===== src/rtl/handshake_rr_ctrl_arbiter_pkg.sv =====
`default_nettype none
// ============================================================================
// Package  : handshake_pkg
// Purpose  : Shared constants and width helper for the handshake arbiters.
// Revision : 1.0
// ============================================================================
package handshake_pkg;

    localparam int MAX_ARB_INPUTS = 16;

    function automatic int clog2_min1(input int n);
        return (n <= 1) ? 1 : $clog2(n);
    endfunction

endpackage
`default_nettype wire


===== src/rtl/handshake_rr_ctrl_arbiter_if.sv =====
`default_nettype none
// ============================================================================
// Interface : handshake_rr_ctrl_arbiter_if
// Purpose   : Requester bundle plus the shared downstream index channel.
// Revision  : 1.0
// ============================================================================
interface handshake_rr_ctrl_arbiter_if
    import handshake_pkg::*;
#(
    parameter int NUM_INPUTS  = 4,
    parameter int INDEX_WIDTH = clog2_min1(NUM_INPUTS)
);
    logic [NUM_INPUTS-1:0]  ins_valid;
    logic [NUM_INPUTS-1:0]  ins_ready;
    logic [INDEX_WIDTH-1:0] outs;
    logic                   outs_valid;
    logic                   outs_ready;

    modport master (
        input  ins_valid,
        input  outs_ready,
        output ins_ready,
        output outs,
        output outs_valid
    );

    modport slave (
        output ins_valid,
        output outs_ready,
        input  ins_ready,
        input  outs,
        input  outs_valid
    );
endinterface
`default_nettype wire


===== src/rtl/handshake_rr_ctrl_arbiter_rr_priority_pick.sv =====
`default_nettype none
// ============================================================================
// Module   : rr_priority_pick
// Purpose  : Combinational round-robin pick: first set req bit at/after ptr.
// Revision : 1.0
// ============================================================================
module rr_priority_pick
    import handshake_pkg::*;
#(
    parameter int NUM_INPUTS  = 4,
    parameter int INDEX_WIDTH = clog2_min1(NUM_INPUTS)
) (
    input  logic [NUM_INPUTS-1:0]  req,
    input  logic [INDEX_WIDTH-1:0] ptr,
    output logic [INDEX_WIDTH-1:0] grant_idx,
    output logic                   any
);
    logic [2*NUM_INPUTS-1:0] dbl;
    logic [NUM_INPUTS-1:0]   rot;
    logic [INDEX_WIDTH:0]    off;
    logic [INDEX_WIDTH:0]    sum;

    // Doubling the vector lets a plain index window act as a rotate by ptr.
    assign dbl = {req, req};
    assign any = |req;

    always_comb begin
        rot = '0;
        for (int k = 0; k < NUM_INPUTS; k++) begin
            rot[k] = dbl[int'(ptr) + k];
        end
    end

    always_comb begin
        off = '0;
        for (int k = NUM_INPUTS - 1; k >= 0; k--) begin
            if (rot[k]) begin
                off = (INDEX_WIDTH+1)'(k);
            end
        end
    end

    always_comb begin
        sum = {1'b0, ptr} + off;
        if (sum >= (INDEX_WIDTH+1)'(NUM_INPUTS)) begin
            sum = sum - (INDEX_WIDTH+1)'(NUM_INPUTS);
        end
    end

    assign grant_idx = sum[INDEX_WIDTH-1:0];
endmodule
`default_nettype wire


===== src/rtl/handshake_rr_ctrl_arbiter.sv =====
`default_nettype none
// ============================================================================
// Module   : handshake_rr_ctrl_arbiter
// Purpose  : Fair round-robin share of one index channel among NUM_INPUTS
//            requesters. HANDSHAKE_RR_ARB_OUT_REG_EN adds a 1-entry output reg.
// Revision : 1.0
// ============================================================================
module handshake_rr_ctrl_arbiter
    import handshake_pkg::*;
#(
    parameter int NUM_INPUTS  = 4,
    parameter int INDEX_WIDTH = clog2_min1(NUM_INPUTS)
) (
    input  logic                         clk,
    input  logic                         rst,
    handshake_rr_ctrl_arbiter_if.master  bus
);
    logic [INDEX_WIDTH-1:0] ptr_q, ptr_d;
    logic [INDEX_WIDTH-1:0] pick_idx;
    logic                   pick_any;
    logic [INDEX_WIDTH-1:0] winner;
    logic                   grant_fire;
    logic [NUM_INPUTS-1:0]  ready_vec;

    function automatic logic [INDEX_WIDTH-1:0] wrap_inc(input logic [INDEX_WIDTH-1:0] idx);
        if (int'(idx) >= NUM_INPUTS - 1) begin
            return '0;
        end
        return idx + 1'b1;
    endfunction

    rr_priority_pick #(
        .NUM_INPUTS  (NUM_INPUTS),
        .INDEX_WIDTH (INDEX_WIDTH)
    ) u_pick (
        .req       (bus.ins_valid),
        .ptr       (ptr_q),
        .grant_idx (pick_idx),
        .any       (pick_any)
    );

    always_comb begin
        ready_vec = '0;
        for (int i = 0; i < NUM_INPUTS; i++) begin
            ready_vec[i] = grant_fire && (int'(winner) == i);
        end
    end
    assign bus.ins_ready = ready_vec;

`ifndef HANDSHAKE_RR_ARB_OUT_REG_EN
    logic                   lock_q, lock_d;
    logic [INDEX_WIDTH-1:0] lock_idx_q, lock_idx_d;
    logic                   out_valid;

    // A stalled grant is pinned so outs cannot change under a waiting consumer.
    assign winner         = lock_q ? lock_idx_q : pick_idx;
    assign out_valid      = lock_q | pick_any;
    assign grant_fire     = bus.outs_ready & out_valid;
    assign bus.outs       = winner;
    assign bus.outs_valid = out_valid;

    always_comb begin
        ptr_d      = ptr_q;
        lock_d     = lock_q;
        lock_idx_d = lock_idx_q;
        if (grant_fire) begin
            ptr_d  = wrap_inc(winner);
            lock_d = 1'b0;
        end else if (out_valid) begin
            lock_d     = 1'b1;
            lock_idx_d = winner;
        end
    end

    always_ff @(posedge clk or negedge rst) begin
        if (!rst) begin
            ptr_q      <= '0;
            lock_q     <= 1'b0;
            lock_idx_q <= '0;
        end else begin
            ptr_q      <= ptr_d;
            lock_q     <= lock_d;
            lock_idx_q <= lock_idx_d;
        end
    end
`else
    logic                   full_q, full_d;
    logic [INDEX_WIDTH-1:0] data_q, data_d;
    logic                   accept;

    // The register holds the token stable, so no lock is needed here.
    assign winner         = pick_idx;
    assign accept         = !full_q | bus.outs_ready;
    assign grant_fire     = accept & pick_any;
    assign bus.outs       = data_q;
    assign bus.outs_valid = full_q;

    always_comb begin
        ptr_d  = ptr_q;
        full_d = full_q;
        data_d = data_q;
        if (grant_fire) begin
            full_d = 1'b1;
            data_d = pick_idx;
            ptr_d  = wrap_inc(pick_idx);
        end else if (bus.outs_ready) begin
            full_d = 1'b0;
        end
    end

    always_ff @(posedge clk or negedge rst) begin
        if (!rst) begin
            ptr_q  <= '0;
            full_q <= 1'b0;
            data_q <= '0;
        end else begin
            ptr_q  <= ptr_d;
            full_q <= full_d;
            data_q <= data_d;
        end
    end
`endif
endmodule
`default_nettype wire


===== src/flat_wrapper.sv =====
// flat-port wrapper written by rule: the top's interface ports become plain ports
module handshake_rr_ctrl_arbiter_flat import handshake_pkg::*;
#(
    parameter int NUM_INPUTS  = 4,
    parameter int INDEX_WIDTH = clog2_min1(NUM_INPUTS)
)
  (clk, rst, bus_ins_valid, bus_outs_ready, bus_ins_ready, bus_outs, bus_outs_valid);
  handshake_rr_ctrl_arbiter_if #(.NUM_INPUTS(NUM_INPUTS), .INDEX_WIDTH(INDEX_WIDTH)) bus_i ();
  input  logic clk;
  input  logic rst;
  input wire logic [$bits(bus_i.ins_valid)-1:0] bus_ins_valid;
  input wire logic [$bits(bus_i.outs_ready)-1:0] bus_outs_ready;
  output wire logic [$bits(bus_i.ins_ready)-1:0] bus_ins_ready;
  output wire logic [$bits(bus_i.outs)-1:0] bus_outs;
  output wire logic [$bits(bus_i.outs_valid)-1:0] bus_outs_valid;
  assign bus_i.ins_valid = bus_ins_valid;
  assign bus_i.outs_ready = bus_outs_ready;
  assign bus_ins_ready = bus_i.ins_ready;
  assign bus_outs = bus_i.outs;
  assign bus_outs_valid = bus_i.outs_valid;
  handshake_rr_ctrl_arbiter #(.NUM_INPUTS(NUM_INPUTS), .INDEX_WIDTH(INDEX_WIDTH)) u_core (.clk(clk), .rst(rst), .bus(bus_i));
endmodule

===== config.mk =====
export PLATFORM = sky130hd
export DESIGN_NAME = handshake_rr_ctrl_arbiter_flat
export DESIGN_NICKNAME = d
export VERILOG_FILES = /design/src/rtl/handshake_rr_ctrl_arbiter_pkg.sv /design/src/rtl/handshake_rr_ctrl_arbiter_if.sv /design/src/rtl/handshake_rr_ctrl_arbiter_rr_priority_pick.sv /design/src/rtl/handshake_rr_ctrl_arbiter.sv /design/src/flat_wrapper.sv
export SDC_FILE = /design/constraint.sdc
export NUM_CORES = 1
export LEC_CHECK = 0
export CAP_MARGIN = 20
export CORE_AREA = 2 2 39 41
export DETAILED_ROUTE_END_ITERATION = 8
export DIE_AREA = 0 0 41 43
export GPL_TIMING_DRIVEN = 0
export PLACE_DENSITY = 0.66
export SYNTH_ARGS = -nofsm -noshare
export SYNTH_HDL_FRONTEND = slang
export SYNTH_SLANG_ARGS = --single-unit

===== constraint.sdc =====
create_clock -name clk -period 4.9 [get_ports clk]
set_input_delay 0.98 -clock clk [delete_from_list [all_inputs] [get_ports clk]]
set_output_delay 0.98 -clock clk [all_outputs]
set_load 0.01 [all_outputs]

==> summary.md <==
| Metric | Value |
|---|---|
| CP arrival | 3.79 ns |
| Layout cell share with drive strength beyond 1 | 0.145 |
| Via density | 5.13 |
| Reg2Reg Setup Slack | 2.31 ns |
| Port bufs | 13 |
| Hold Buf Count CTS | 0 |
| Hold Crit Class | flop to flop |
| Final period utilization | 0.974 |
| Crit path max-delay cell type | clkdlybuf4s50_1 |
| GR Util All Layers | 0.138 |
| Synth top area share | 0.246 |
| First-pass DRT Iterations | 4 |
| Status | complete, no violations |
| Final min period | 4.77 ns |
| VDD IR max | 0.332 mV |
| Sequential cell fraction of total power | 0.169 |
| Drt drc | 0 |
| DIE HEIGHT | 43 um |
| Delay-heaviest family, CP | buffers and inverters |
| Most frequent cells in the layout | clkdlybuf4s50_1 (11), nor2_1 (8), nand2_1 (8) |
| Dpl hpwl | 827 um |
| Switching share of total power | 0.417 |
| Later-pin clock latency in the skew report | 0.24 ns |
| Final hold viol count | 0 |
| Post-route ant nets | 0 |
| FP Rows | 14 |
| Initial Util | 0.367 |
| Nature of the critical path startpoint | input pin |
| Switching power | 0.195 mW |
| Synth Warn # | 0 |
| Mean Syn Cell Area | 8.76 um^2 |
| Nets | 86 |
| Final number of setup-violating endpoints | 0 |
| Post-Syn Instances | 58 |
| Post-synthesis cell area | 508 um^2 |
| Post-synthesis register bit count | 5 |
| Die X | 41 um |
| Largest net degree at the start of global routing | 9 |
| H-tree depth | 1 |
| Grt total ovfl | 0 |
| Seq/Total Area, Yosys | 0.246 |
| Max-Cap Viols | 0 |
| Final Routed Wirelength | 1.07 mm |
| Worst setup EP type | output port |
| RD Place Congestion | 0.807 |
| Core area | 1380 um^2 |
| Worst Tran Pin Value | 0.348 ns |
| Total power | 0.466 mW |
| I/O pins | 14 |
| First-pass GRT wire length | 1.65 mm |
| Slew Limit Fails | 0 |
| DR vias | 472 |
| Critical path class | input pin to output port |
| Max Fclk | 210 MHz |
| DR iter-0 viols | 8 |
| Vias in the first global route | 409 |
| Commonest non-fill, non-tap cell in the layout | clkdlybuf4s50_1 |
| Setup TNS | 0 ns |
| Clock power share | 0.099 |
| N_diodes | 0 |
| Synth cell types | 23 |
| Synth area leaders | dfrtp_1 (25%), mux4_1 (10%), mux4_2 (8.9%) |
| Initial antenna violation count | 0 |
| Syn_nets | 67 |
| CP max stage delay | 0.54 ns |
| Unrepaired setup endpoints after global routing | no |
| Int Power | 0.272 mW |
| Comb pwr share | 0.732 |
| Relative max-transition margin | 0.768 |
| Area leader, netlist | dfrtp_1 |
| Root Buffer | clkbuf_4 |
| Critical path, cell by cell | clkdlybuf4s50_1 -> mux4_1 -> a21oi_1 -> nor2_1 -> ha_1 -> xnor2_2 -> o21a_1 -> o31a_2 -> nor2_1 -> clkdlybuf4s50_1 |
| CTS tree | built |
| Layout area overhead | 39.7% |
| Routed length per instance | 11.7 um |
| Crit-path max FO | 5 |
| Clock sinks | 5 |
| PD cells | 658 nW/um^2 |
| CTS Buf Count | 3 |
| Critical path data required time | 3.92 ns |
| Clk pin slew, worst setup/hold paths | 0.04 ns |
| CTS max path bufs | 2 |
| WP buf/inv | 2 |
| Total Die Area | 1760 um^2 |
| Leakage | 0.337 nW |
| Layout Skew | 0.00434 ns |
-- layout make-up --
cell class	count	area, um^2
repair buffers	14	143
well taps	16	20.0
multi-input cells	46	369
inverters	5	18.8
clock buffers	4	26.3
flip-flops and latches	5	125
fillers	133	674
plain buffers	2	7.51
-- timing repair --
action                                  4_1_cts  5_1_grt
endpoints found under the setup margin        1        3
setup buffers                                 0        1
gates resized for setup                       1        3
pin swaps                                     0        1
-- path summary, 6_finish.rpt --
check,startpoint,endpoint,cells after the start
setup reg to reg,u_core.ptr_q[1],u_core.ptr_q[1],11
setup / recovery,bus_ins_valid[3],bus_ins_ready[2],10
min in group asynchronous,rst,u_core.ptr_q[1],1
max in group asynchronous,rst,u_core.ptr_q[0],1
hold / removal,u_core.lock_idx_q[1],u_core.lock_idx_q[1],2
hold reg to reg,u_core.lock_idx_q[1],u_core.lock_idx_q[1],2
-- flip-flops by register name (all words and copies together), names as in the netlist --
name and flops:
u_core.lock_q 1, u_core.ptr_q 2, u_core.lock_idx_q 2
-- per-layer routing --
layer	vias to the layer above	track usage	part of all wire
met1	219	0.174	0.46
met5	-	0	0
met3	2	0.0209	0.043
met2	7	0.203	0.49
met4	0	0.100	0.0084
li1	244	-	-
-- cell usage after synthesis (all sizes together) --
cell type  n
xor2       1
nand3      1
dfrtp      5
nor3b      1
mux2i      3
xnor2      2
clkbuf     2
nand2      8
a21oi      4
mux4       4
or2        2
o21a       1
nor2       8
inv        5
o31a       1
and2       1
ha         2
and4       1
a32o       1
nor3       5
-- stage by stage --
| step | util | worst slack (ns) | area, um^2 | hold slack, ns | std cells |
|---|---|---|---|---|---|
| finish | 0.513 | 0.128 | 709 | 0.560 | 92 |
| global placement | 0.476 | 0.0296 | 658 | 0.550 | 87 |
| detailed placement | 0.476 | 0.0139 | 658 | 0.555 | 87 |
| floorplan | - | 1.13 | 508 | 0.529 | 58 |
| global route | 0.513 | 0.00429 | 709 | 0.599 | 92 |
| CTS | 0.500 | 0.0667 | 692 | 0.562 | 91 |
-- kinds of logic (layout without fill, tap and decap cells) --
kind of cell               count (synthesis)  count (layout)  share of synthesized area
AOI/OAI and AO/OA                          7               7                     0.0936
xor gates and xnor gates                   3               3                     0.0517
adders and majority gates                  2               2                     0.0493
buffers and inverters                      7              25                     0.0517
DFF                                        5               5                      0.246
muxes                                      7               7                      0.251
and+or+nand+nor                           27              27                      0.256
-- worst register-to-register path: stages, from the launching register on --
cell	delay (ns)
dfrtp_1	0.35
clkbuf_1	0.30
mux4_1	0.63
inv_1	0.07
a21oi_1	0.06
nor2_1	0.10
ha_1	0.23
xnor2_2	0.12
buf_4	0.15
nor3_1	0.12
mux2i_1	0.10
a32o_1	0.24
-- power groups by stage --
| stage | combinational [mW] | sequential, mW | clock, mW |
|---|---|---|---|
| 2_1_floorplan | 0.232 | 0.0757 | 0 |
| 3_3_place_gp | 0.316 | 0.0802 | 0 |
| 3_5_place_dp | 0.317 | 0.0803 | 0 |
| 4_1_cts | 0.326 | 0.0797 | 0.0483 |
| 5_1_grt | 0.373 | 0.0820 | 0.0508 |
| 6_report | 0.341 | 0.0790 | 0.0460 |
Power figures use the tool's default switching activity.
